### src/rtl/telemetry_pkt_if.sv
// Byte-stream bus for the telemetry framer: control inputs, channel data,
// the framed byte output, status and debug visibility.
//
// Handshake: a byte moves from master to slave on every rising clk edge where
// out_vld & out_rdy are both 1. Once out_vld is raised, out_vld and out_data
// stay constant until that transfer happens; out_rdy may change freely and
// has no combinational dependence on out_vld.
interface telemetry_pkt_if #(
    parameter int NUM_CH = 3,
    parameter int CH_W   = 12
);
    logic                     en;
    logic                     send_req;
    logic [NUM_CH*CH_W-1:0]   ch_data;
    logic [7:0]               out_data;
    logic                     out_vld;
    logic                     out_rdy;
    logic                     busy;
    logic [7:0]               overrun_cnt;
    logic [2:0]               dbg_state;
    logic [31:0]              dbg_period_cnt;

    modport master (
        input  en, send_req, ch_data, out_rdy,
        output out_data, out_vld, busy, overrun_cnt, dbg_state, dbg_period_cnt
    );

    modport slave (
        output en, send_req, ch_data, out_rdy,
        input  out_data, out_vld, busy, overrun_cnt, dbg_state, dbg_period_cnt
    );
endinterface

### src/rtl/telemetry_pkt.sv
// Periodic telemetry framer. Each frame is DELIM1, DELIM2, then NUM_CH
// channels of ceil(CH_W/8) bytes (channel 0 first, MS byte first, top byte
// zero-padded), then an optional checksum byte. Channels are snapshotted at
// the frame start cycle so later ch_data changes never reach the wire.
// Frame starts while a frame is still in flight are dropped and counted in a
// saturating 8-bit overrun counter.
//
// Optional feature macro: TELEM_CHKSUM_EN -- when defined, a CHK state appends
// the two's complement of the 8-bit payload sum (delimiters excluded).
module telemetry_pkt #(
    parameter int         NUM_CH = 3,
    parameter int         CH_W   = 12,
    parameter int         PERIOD = 1048576,
    parameter logic [7:0] DELIM1 = 8'hAA,
    parameter logic [7:0] DELIM2 = 8'h55
) (
    input  logic            clk,
    input  logic            rst,
    telemetry_pkt_if.master bus
);

    localparam int BPC   = (CH_W + 7) / 8;
    localparam int CNT_W = (PERIOD > 2) ? $clog2(PERIOD) : 1;
    localparam int CH_IW = (NUM_CH > 1) ? $clog2(NUM_CH) : 1;
    localparam int BY_IW = (BPC > 1) ? $clog2(BPC) : 1;

    localparam logic [CNT_W-1:0] CNT_MAX  = CNT_W'(PERIOD - 1);
    localparam logic [CH_IW-1:0] CH_LAST  = CH_IW'(NUM_CH - 1);
    localparam logic [BY_IW-1:0] BY_LAST  = BY_IW'(BPC - 1);

    localparam logic [2:0] S_IDLE = 3'd0;
    localparam logic [2:0] S_DLM1 = 3'd1;
    localparam logic [2:0] S_DLM2 = 3'd2;
    localparam logic [2:0] S_PAY  = 3'd3;
`ifdef TELEM_CHKSUM_EN
    localparam logic [2:0] S_CHK  = 3'd4;
`endif

    logic [2:0]             state_q, state_d;
    logic [CNT_W-1:0]       cnt_q, cnt_d;
    logic [NUM_CH*CH_W-1:0] snap_q, snap_d;
    logic [CH_IW-1:0]       ch_idx_q, ch_idx_d;
    logic [BY_IW-1:0]       by_idx_q, by_idx_d;
    logic [7:0]             ovr_q, ovr_d;
`ifdef TELEM_CHKSUM_EN
    logic [7:0]             sum_q, sum_d;
`endif

    logic              tick;
    logic              start_req;
    logic              busy;
    logic              xfer;
    logic              last_byte;
    logic [CH_W-1:0]   chan_v;
    logic [BPC*8-1:0]  pad_v;
    logic [7:0]        pay_byte;
    logic [7:0]        byte_out;

    // Status decode: a frame is in flight whenever the FSM is out of IDLE.
    always_comb begin
        tick      = bus.en && (cnt_q == CNT_MAX);
        start_req = tick || bus.send_req;
        busy      = (state_q != S_IDLE);
        xfer      = busy && bus.out_rdy;
        last_byte = (ch_idx_q == CH_LAST) && (by_idx_q == BY_LAST);
    end

    // Payload byte select: pick the channel, zero-pad to whole bytes, take MS byte first.
    always_comb begin
        chan_v = '0;
        for (int c = 0; c < NUM_CH; c++) begin
            if (ch_idx_q == CH_IW'(c)) begin
                chan_v = snap_q[c*CH_W +: CH_W];
            end
        end
        pad_v = '0;
        pad_v[CH_W-1:0] = chan_v;
        pay_byte = '0;
        for (int b = 0; b < BPC; b++) begin
            if (by_idx_q == BY_IW'(b)) begin
                pay_byte = pad_v[(BPC-1-b)*8 +: 8];
            end
        end
    end

    // Output byte mux keyed only on registered state, so it is stable until transfer.
    always_comb begin
        byte_out = 8'h00;
        case (state_q)
            S_DLM1:  byte_out = DELIM1;
            S_DLM2:  byte_out = DELIM2;
            S_PAY:   byte_out = pay_byte;
`ifdef TELEM_CHKSUM_EN
            S_CHK:   byte_out = 8'h00 - sum_q;
`endif
            default: byte_out = 8'h00;
        endcase
    end

    // Period counter and saturating overrun counter next-state.
    always_comb begin
        cnt_d = cnt_q;
        if (bus.en) begin
            cnt_d = (cnt_q == CNT_MAX) ? '0 : cnt_q + 1'b1;
        end
        ovr_d = ovr_q;
        if (busy && start_req && (ovr_q != 8'hFF)) begin
            ovr_d = ovr_q + 8'd1;
        end
    end

    // Frame FSM: start from IDLE on a request, advance only on accepted bytes.
    always_comb begin
        state_d  = state_q;
        snap_d   = snap_q;
        ch_idx_d = ch_idx_q;
        by_idx_d = by_idx_q;
`ifdef TELEM_CHKSUM_EN
        sum_d    = sum_q;
`endif
        case (state_q)
            S_IDLE: begin
                if (start_req) begin
                    state_d  = S_DLM1;
                    snap_d   = bus.ch_data;
                    ch_idx_d = '0;
                    by_idx_d = '0;
`ifdef TELEM_CHKSUM_EN
                    sum_d    = 8'h00;
`endif
                end
            end
            S_DLM1: if (xfer) state_d = S_DLM2;
            S_DLM2: if (xfer) state_d = S_PAY;
            S_PAY: begin
                if (xfer) begin
`ifdef TELEM_CHKSUM_EN
                    sum_d = sum_q + pay_byte;
`endif
                    if (last_byte) begin
`ifdef TELEM_CHKSUM_EN
                        state_d = S_CHK;
`else
                        state_d = S_IDLE;
`endif
                    end else if (by_idx_q == BY_LAST) begin
                        by_idx_d = '0;
                        ch_idx_d = ch_idx_q + 1'b1;
                    end else begin
                        by_idx_d = by_idx_q + 1'b1;
                    end
                end
            end
`ifdef TELEM_CHKSUM_EN
            S_CHK: if (xfer) state_d = S_IDLE;
`endif
            default: state_d = S_IDLE;
        endcase
    end

    // State registers with synchronous reset; reset aborts any frame at once.
    always_ff @(posedge clk) begin
        if (rst) begin
            state_q  <= S_IDLE;
            cnt_q    <= '0;
            snap_q   <= '0;
            ch_idx_q <= '0;
            by_idx_q <= '0;
            ovr_q    <= 8'h00;
`ifdef TELEM_CHKSUM_EN
            sum_q    <= 8'h00;
`endif
        end else begin
            state_q  <= state_d;
            cnt_q    <= cnt_d;
            snap_q   <= snap_d;
            ch_idx_q <= ch_idx_d;
            by_idx_q <= by_idx_d;
            ovr_q    <= ovr_d;
`ifdef TELEM_CHKSUM_EN
            sum_q    <= sum_d;
`endif
        end
    end

    assign bus.out_data       = byte_out;
    assign bus.out_vld        = busy;
    assign bus.busy           = busy;
    assign bus.overrun_cnt    = ovr_q;
    assign bus.dbg_state      = state_q;
    assign bus.dbg_period_cnt = 32'(cnt_q);

endmodule
### src/flat_wrapper.sv
// flat-port wrapper written by rule: the top's interface ports become plain ports
module telemetry_pkt_flat 
#(
    parameter int         NUM_CH = 3,
    parameter int         CH_W   = 12,
    parameter int         PERIOD = 1048576,
    parameter logic [7:0] DELIM1 = 8'hAA,
    parameter logic [7:0] DELIM2 = 8'h55
)
  (clk, rst, bus_en, bus_send_req, bus_ch_data, bus_out_rdy, bus_out_data, bus_out_vld, bus_busy, bus_overrun_cnt, bus_dbg_state, bus_dbg_period_cnt);
  telemetry_pkt_if #(.NUM_CH(NUM_CH), .CH_W(CH_W)) bus_i ();
  input  logic clk;
  input  logic rst;
  input wire logic [$bits(bus_i.en)-1:0] bus_en;
  input wire logic [$bits(bus_i.send_req)-1:0] bus_send_req;
  input wire logic [$bits(bus_i.ch_data)-1:0] bus_ch_data;
  input wire logic [$bits(bus_i.out_rdy)-1:0] bus_out_rdy;
  output wire logic [$bits(bus_i.out_data)-1:0] bus_out_data;
  output wire logic [$bits(bus_i.out_vld)-1:0] bus_out_vld;
  output wire logic [$bits(bus_i.busy)-1:0] bus_busy;
  output wire logic [$bits(bus_i.overrun_cnt)-1:0] bus_overrun_cnt;
  output wire logic [$bits(bus_i.dbg_state)-1:0] bus_dbg_state;
  output wire logic [$bits(bus_i.dbg_period_cnt)-1:0] bus_dbg_period_cnt;
  assign bus_i.en = bus_en;
  assign bus_i.send_req = bus_send_req;
  assign bus_i.ch_data = bus_ch_data;
  assign bus_i.out_rdy = bus_out_rdy;
  assign bus_out_data = bus_i.out_data;
  assign bus_out_vld = bus_i.out_vld;
  assign bus_busy = bus_i.busy;
  assign bus_overrun_cnt = bus_i.overrun_cnt;
  assign bus_dbg_state = bus_i.dbg_state;
  assign bus_dbg_period_cnt = bus_i.dbg_period_cnt;
  telemetry_pkt #(.NUM_CH(NUM_CH), .CH_W(CH_W), .PERIOD(PERIOD), .DELIM1(DELIM1), .DELIM2(DELIM2)) u_core (.clk(clk), .rst(rst), .bus(bus_i));
endmodule
### config.mk
export PLATFORM = sky130hd
export DESIGN_NAME = telemetry_pkt_flat
export DESIGN_NICKNAME = d
export VERILOG_FILES = /design/src/rtl/telemetry_pkt_if.sv /design/src/rtl/telemetry_pkt.sv /design/src/flat_wrapper.sv
export SDC_FILE = /design/constraint.sdc
export NUM_CORES = 1
export LEC_CHECK = 0
export CAP_MARGIN = 0
export CORE_ASPECT_RATIO = 1.2
export CORE_UTILIZATION = 53
export CTS_CLUSTER_SIZE = 28
export DETAILED_ROUTE_END_ITERATION = 6
export HOLD_SLACK_MARGIN = 0.15
export PLACE_DENSITY_LB_ADDON = 0.12
export SYNTH_ARGS = -nofsm -noshare
export SYNTH_HDL_FRONTEND = slang
export SYNTH_SLANG_ARGS = --single-unit
export TNS_END_PERCENT = 10
### constraint.sdc
create_clock -name clk -period 4.4 [get_ports clk]
set_input_delay 0.44 -clock clk [delete_from_list [all_inputs] [get_ports clk]]
set_output_delay 0.44 -clock clk [all_outputs]
set_load 0.02 [all_outputs]
==> impl_metrics.csv, run 1 <==
group,metric,value,unit
final_layout,final_core_utilization,0.6988,
routing,detail_route.vias_per_cell,5.321,
global_route,number_of_global_route_vias_before_repair,2842,
sta,timing.fmax,317.9,MHz
worst_setup_path,max_stage_delay,0.56,ns
worst_setup_path,setup.reg_to_reg.worst_slack,1.93,ns
clock_tree,clkSinkCount,69,
floorplan,die-width,76.85,µm
routing,detailedRoute.firstPassIterationCount,5,
worst_setup_path,startpoint_type,"register",
worst_setup_path,critPathKind,"reg2out",
clock_tree,clk_latency,0.34,ns
logic_synthesis,number_of_synthesized_register_bits,69,
run,cap_viol_max_count,0,
final_layout,nNetsFinal,537,
clock_tree,cts_max_level,3,
final_layout,area_delta_synth_final,26.40,%
sta,hold_viol_final,0,
logic_synthesis,dominantRegCellSynth,"sky130_fd_sc_hd__dfxtp_1",
worst_setup_path,critical-path-top-delay-family,"buffers and inverters",
routing,wl_met3,548,µm
final_layout,most_common_cell_after_layout_fill_and_taps_aside,"sky130_fd_sc_hd__nand2_1",
routing,num_vias,3070,
hold_path,worstHoldPathType,"reg2reg",
placement,post-place-cells,561,
clock_tree,clock_tree.root_cell,"sky130_fd_sc_hd__clkbuf_8",
logic_synthesis,synth-seq-area-share,0.3876,
final_layout,most-common-layout-cells,"108 x sky130_fd_sc_hd__nand2_1, 80 x sky130_fd_sc_hd__clkdlybuf4s50_1, 69 x sky130_fd_sc_hd__dfxtp_1",
routing,detailed_route_wire_length,8280,µm
global_route,grt_first_pass_wirelength,13400,µm
clock_tree,post_cts_buffers,0,
placement,buffer_ports.inserted,80,
logic_synthesis,cell_count_after_synthesis,418,
floorplan,pin_count,94,
sta,worst-slew-pin-transition,0.7810,ns
floorplan,die_h,91.82,µm
worst_setup_path,critical_path_buf_inv_count,2,
routing,routed.top_layer,"met4",
logic_synthesis,yosys_warnings,0,
logic_synthesis,ys_async_sr_fraction,0,
final_layout,ratio_of_cells_with_drive_above_1_in_the_final_layout,0.07317,
clock_tree,cts-buffers-inserted,9,
final_layout,n_fill_cell,566,
clock_tree,post_cts_hold_buffer_count,0,
logic_synthesis,synth_edf_count,0,
worst_setup_path,worstPathMaxFanout,24,
worst_setup_path,data_required_time_of_the_critical_path,3.96,ns
global_route,grt_usage,0.2439,
power,power_leakage,0.001729,µW
outcome,result_of_the_run,"completed",
power,power_density,397.0,mW/mm²
sta,timing.final.crit_period,3.145,ns
floorplan,initial_core_util,0.5528,
floorplan,coreArea,0.006446,mm²
power,vdd_ir_drop_max,0.0002231,V
routing,drt_drc_violations_left,0,
placement,place_congestion,0.9417,
placement,place_hpwl,5840,µm
sta,maxSlewViolCount,0,
sta,setup_repair_after_global_routing_missed_its_margin,"no",
routing,detail_route.wirelength.met1,3521,µm
sta,period_share,0.7149,
worst_setup_path,critPathArrivalTime,2.71,ns
logic_synthesis,synth_area,0.003563,mm²
final_layout,finalNonFillerCells,577,
sta,worst_slew_margin_rel,0.4794,
sta,setup_viol,0,
floorplan,placement_rows,32,
routing,wire_per_inst,14.35,µm
global_route,antenna_found_initial,0,
clock_tree,clkSlewWorstSetupHoldPaths,0.07,ns
sta,skew,0.01158,ns
worst_setup_path,crit_chain,"inv_1 > ha_1 > o21ai_0 > mux4_2 > nand3_1 > nand2_1 > clkdlybuf4s50_1",
final_layout,diodes_inserted,0,
clock_tree,clockBufferDepth,2,
worst_setup_path,worst_path_max_delay_cell,"sky130_fd_sc_hd__ha_1",
logic_synthesis,ys_types,45,
routing,first_iter_violations,158,
worst_setup_path,setup.worst_path.end_class,"primary output",
sta,fin_tns_setup,0,ns
routing,postRouteAntennaNets,0,
routing,met2_length,4065,µm
global_route,pin_count_of_the_biggest_net_entering_global_routing,46,
logic_synthesis,synth.avg_cell_area,8.525,µm²
clock_tree,postCtsResizedCells,0,
global_route,grt_overflow,0,
floorplan,die-area,0.007056,mm²
clock_tree,tritoncts,"yes",
==> report_power, final <==
part / internal [µW] / switching, µW / leakage [µW]
logic: 243 / 275 / 0.00107
registers: 692 / 60.9 / 0.000563
clock network: 263 / 253 / 0.0000960
==> worst min-delay path: cells and delay by family (launching register included) <==
kind / cells / cell delay [ns]
DFF: 1 / 0.31
muxes: 1 / 0.06
and+or+nand+nor: 1 / 0.05
==> layout make-up <==
class                   count  area [µm²]  share of cell area
clock buffers               9       123.9             0.02750
clock inverters             7       72.57             0.01611
repair buffers             81       808.3              0.1794
flip-flops and latches     69        1381              0.3067
well taps                  85       106.4             0.02361
multi-input cells         317        1978              0.4392
inverters                   9       33.78            0.007500
==> layer usage <==
layer | GRT usage | vias up
li1 | - | 1528
met1 | 0.2806 | 1421
met2 | 0.4234 | 109
met3 | 0.05871 | 12
met4 | 0.1122 | 0
met5 | 0 | -
==> kinds of logic after synthesis <==
kind of cell	share of synthesized area
buf+inv	0.06987
compound gates	0.07269
flops	0.3876
mux	0.1348
simple gates	0.2556
other cells	0.001052
fa+ha+maj	0.03160
xor+xnor	0.04670
==> registers in the layout (all words and copies together) (netlist names) <==
register / flops
u_core.bus.dbg_state: 2
u_core.bus.overrun_cnt: 8
u_core.by_idx_q: 1
u_core.ch_idx_q: 2
u_core.cnt_q: 20
u_core.snap_q: 36
==> final timing paths <==
check | cells after the start | to | start
worst max-delay path | 7 | bus_out_data[1] | u_core.ch_idx_q[1]$_SDFFE_PP0P_
worst min-delay path | 2 | u_core.snap_q[0]$_SDFFE_PP0P_ | u_core.snap_q[0]$_SDFFE_PP0P_
worst max register to register | 6 | u_core.snap_q[10]$_SDFFE_PP0P_ | u_core.cnt_q[0]$_SDFFE_PP0P_
worst min register to register | 2 | u_core.snap_q[0]$_SDFFE_PP0P_ | u_core.snap_q[0]$_SDFFE_PP0P_
==> synthesized netlist by cell type, types with 3 or more instances <==
master                     instances  area, µm²
sky130_fd_sc_hd__nand2_1         108      405.4
sky130_fd_sc_hd__dfxtp_1          69       1381
sky130_fd_sc_hd__mux2i_1          39      390.4
sky130_fd_sc_hd__nor2_1           27      101.4
sky130_fd_sc_hd__a21oi_1          16      80.08
sky130_fd_sc_hd__o21ai_0          16      80.08
sky130_fd_sc_hd__clkbuf_1         15      56.30
sky130_fd_sc_hd__nand3_1          15      75.07
sky130_fd_sc_hd__buf_4            14      105.1
sky130_fd_sc_hd__xnor2_1          10      87.58
sky130_fd_sc_hd__ha_1              9      112.6
sky130_fd_sc_hd__xor2_1            9      78.83
sky130_fd_sc_hd__inv_1             8      30.03
sky130_fd_sc_hd__nand4_1           7      43.79
sky130_fd_sc_hd__buf_6             4      45.04
sky130_fd_sc_hd__mux4_2            4      90.09
sky130_fd_sc_hd__nand3b_1          4      30.03
sky130_fd_sc_hd__nor3_1            3      15.01
sky130_fd_sc_hd__nor4_1            3      18.77
sky130_fd_sc_hd__o31ai_1           3      22.52
sky130_fd_sc_hd__or3_1             3      18.77
sky130_fd_sc_hd__or4_1             3      22.52
==> metrics by stage <==
stage / instance area (µm²) / hold WS (ns) / setup WS, ns / total power (µW)
2_1_floorplan: 3608 / 0.4315 / 2.257 / 1121
3_3_place_gp: 4308 / 0.4454 / 1.555 / 1274
3_5_place_dp: 4308 / 0.4479 / 1.489 / 1284
4_1_cts: 4504 / 0.4618 / 1.265 / 1797
5_1_grt: 4504 / 0.4845 / 1.072 / 1878
6_report: 4504 / 0.4624 / 1.255 / 1788
(Power assumes the default switching activity.)
==> run 2: changes to the inputs <==
--- a/config.mk
+++ b/config.mk
@@ -7,7 +7,7 @@
 export LEC_CHECK = 0
 export CAP_MARGIN = 0
 export CORE_ASPECT_RATIO = 1.2
-export CORE_UTILIZATION = 53
+export CORE_UTILIZATION = 44
 export CTS_CLUSTER_SIZE = 28
 export DETAILED_ROUTE_END_ITERATION = 6
 export HOLD_SLACK_MARGIN = 0.15
==> constraint.sdc (replaced) <==
create_clock -name clk -period 2.6 [get_ports clk]
set_input_delay 0.26 -clock clk [delete_from_list [all_inputs] [get_ports clk]]
set_output_delay 0.26 -clock clk [all_outputs]
set_load 0.02 [all_outputs]
==> run 2 against run 1 <==
Compared with the run above:
- the flow now finishes with violations (DRC)
- worst hold slack better by 0.0030 ns
- sequential cell count stayed put
- sequential power is 70% higher
- final cell count is 2.6% higher
- combinational power is 75% higher
- global-route usage is 4.0 points lower
- clock-buffer cell count is 1 higher
- critical path type unchanged
- critical endpoint is now bus_out_data[2]
- largest cell class unchanged
- largest power group unchanged
- highest routed layer unchanged
==> impl_metrics.csv, run 2 (same netlist as run 1, synthesis figures left out) <==
group,metric,value,unit
sta,postLayoutSetupSlackWorst,0.1482,ns
global_route,antenna_found_initial,0,
run,cap_viol_max_count,0,
power,power_leakage,0.001865,µW
power,power.clock.fraction,0.286,
routing,detailedRoute.firstPassIterationCount,6,
power,power.net_switching,991.7,µW
worst_setup_path,worstPathMaxFanout,24,
routing,wire_per_inst,14.00,µm
global_route,pin_count_of_the_biggest_net_entering_global_routing,44,
power,comb_power_share,0.296,
sta,setup_repair_after_global_routing_missed_its_margin,"no",
routing,num_vias,3051,
routing,detailed_route_wire_length,8286,µm
final_layout,number_of_flip_flops_under_the_largest_register_name,36,
outcome,result_of_the_run,"finished, violations left",
global_route,grt_busiest_layer,"met2",
worst_setup_path,worstSetupPathDepth,7,
final_layout,final_core_utilization,0.5995,
global_route,number_of_global_route_vias_before_repair,2796,
sta,worst_slew_margin_rel,0.6439,
sta,period_share,0.9430,
final_layout,ratio_of_cells_with_drive_above_1_in_the_final_layout,0.09400,
global_route,grt_usage,0.2039,
worst_setup_path,critical_path_buf_inv_count,2,
worst_setup_path,data_required_time_of_the_critical_path,2.34,ns
global_route,grt.met3_usage,0.04095,
worst_setup_path,worst_path_max_delay_cell,"sky130_fd_sc_hd__mux4_2",
floorplan,pin_count,94,
worst_setup_path,crit_chain,"inv_1 > ha_4 > o21ai_0 > mux4_2 > nand3_1 > nand2_1 > dlygate4sd2_1",
clock_tree,post_cts_hold_buffer_count,0,
power,power_density,659.1,mW/mm²
floorplan,initial_core_util,0.4597,
sta,worst-slew-pin-transition,0.5342,ns
placement,detailedPlace.worstSlack,0.03128,ns
clock_tree,clock_tree.root_cell,"sky130_fd_sc_hd__clkbuf_8",
power,p_sw_frac,0.3238,
global_route,grt_use_met1,0.2436,
floorplan,die_h,100.6,µm
worst_setup_path,setup.worst_path.end_class,"primary output",
final_layout,diodes_inserted,0,
worst_setup_path,max_stage_delay,0.46,ns
power,power_report.internal_total,2071,µW
floorplan,die-width,84.15,µm
final_layout,area_delta_synth_final,30.41,%
clock_tree,tritoncts,"yes",
final_layout,finalNonFillerCells,592,
sta,setup_viol,0,
power,sequentialPowerShare,0.418,
sta,timing.fmax,407.9,MHz
floorplan,coreArea,0.007751,mm²
routing,detail_route.vias_per_cell,5.154,
worst_setup_path,critical-path-top-delay-family,"buffers and inverters",
final_layout,most_common_cell_after_layout_fill_and_taps_aside,"sky130_fd_sc_hd__nand2_1",
worst_setup_path,startpoint_type,"register",
global_route,global_route.usage.met2,0.3506,
placement,buffer_ports.inserted,80,
hold_path,min_path_cells,2,
placement,place_hpwl,5959,µm
placement,post-place-cells,576,
final_layout,n_fill_cell,721,
sta,fin_tns_setup,0,ns
sta,skew,0.009372,ns
clock_tree,post_cts_buffers,0,
clock_tree,cts_max_level,3,
routing,first_iter_violations,155,
clock_tree,clkSlewWorstSetupHoldPaths,0.07,ns
routing,postRouteAntennaNets,0,
routing,drt_drc_violations_left,10,
final_layout,nNetsFinal,545,
floorplan,die-area,0.008464,mm²
power,vdd_ir_drop_max,0.0003265,V
final_layout,top_register,"u_core.snap_q",
floorplan,placement_rows,35,
global_route,grt_overflow,0,
global_route,grt_first_pass_wirelength,13530,µm
clock_tree,clockBufferDepth,2,
clock_tree,clkSinkCount,69,
outcome,violations,"DRC",
worst_setup_path,critPathKind,"reg2out",
clock_tree,cts-buffers-inserted,9,
clock_tree,clk_latency,0.35,ns
sta,hold_viol_final,0,
sta,maxSlewViolCount,0,
final_layout,most-common-layout-cells,"108 x sky130_fd_sc_hd__nand2_1, 72 x sky130_fd_sc_hd__clkdlybuf4s50_1, 69 x sky130_fd_sc_hd__dfxtp_1",
worst_setup_path,critPathArrivalTime,2.19,ns
placement,place_congestion,0.8675,
worst_setup_path,worst-r2r-cell-count,7,
hold_path,worstHoldPathType,"reg2reg",
sta,timing.final.crit_period,2.452,ns
==> run 2: final timing paths <==
check,startpoint,endpoint,slack [ns]
setup / recovery,u_core.ch_idx_q[1]$_SDFFE_PP0P_,bus_out_data[2],0.15
hold / removal,u_core.snap_q[11]$_SDFFE_PP0P_,u_core.snap_q[11]$_SDFFE_PP0P_,0.47
setup reg to reg,u_core.bus.dbg_state[1]$_SDFFE_PP0P_,u_core.bus.overrun_cnt[5]$_SDFFE_PP0P_,0.37
hold reg to reg,u_core.snap_q[11]$_SDFFE_PP0P_,u_core.snap_q[11]$_SDFFE_PP0P_,0.47
==> run 2: final cells by class <==
| cell class | count | area, µm² | area share |
|---|---|---|---|
| timing repair buffer | 89 | 910.9 | 0.1960 |
| tap | 92 | 115.1 | 0.02477 |
| clock inverter | 6 | 62.56 | 0.01346 |
| inverter | 9 | 33.78 | 0.007270 |
| multi-input combinational | 317 | 2006 | 0.4316 |
| clock buffer | 10 | 137.6 | 0.02962 |
| sequential | 69 | 1381 | 0.2973 |
==> run 2: power groups by stage <==
| stage | sequential [µW] | clock, µW | combinational [µW] |
|---|---|---|---|
| CTS | 1280 | 894 | 916 |
| finish | 1280 | 875 | 908 |
| detailed placement | 1300 | 0 | 928 |
| floorplan | 1270 | 0 | 623 |
| global placement | 1300 | 0 | 914 |
| global route | 1290 | 950 | 985 |
==> run 2: repair_timing <==
item | CTS | global route
setup endpoints to repair | 8 | 7
gates resized for setup | 8 | 5
gates cloned | 0 | 0
pin swaps | 0 | 0
==> run 2: worst min-delay path: stages, from the launching register on <==
cell	delay [ns]
sky130_fd_sc_hd__dfxtp_1	0.32
sky130_fd_sc_hd__nand2_1	0.05
sky130_fd_sc_hd__mux2i_1	0.05
==> run 2: layer usage <==
layer / share of wire / wire, µm
met1: 0.44 / 3682
met4: 0.024 / 202
met3: 0.057 / 476
met2: 0.47 / 3924
met5: 0 / 0
==> run 2: per-stage QoR <==
stage,area [µm²],hold WS [ns],total power (µW)
floorplan,3608,0.4021,1898
global placement,4414,0.4515,2216
detailed placement,4414,0.4583,2230
CTS,4627,0.4564,3089
global route,4647,0.4628,3226
finish,4647,0.4655,3063
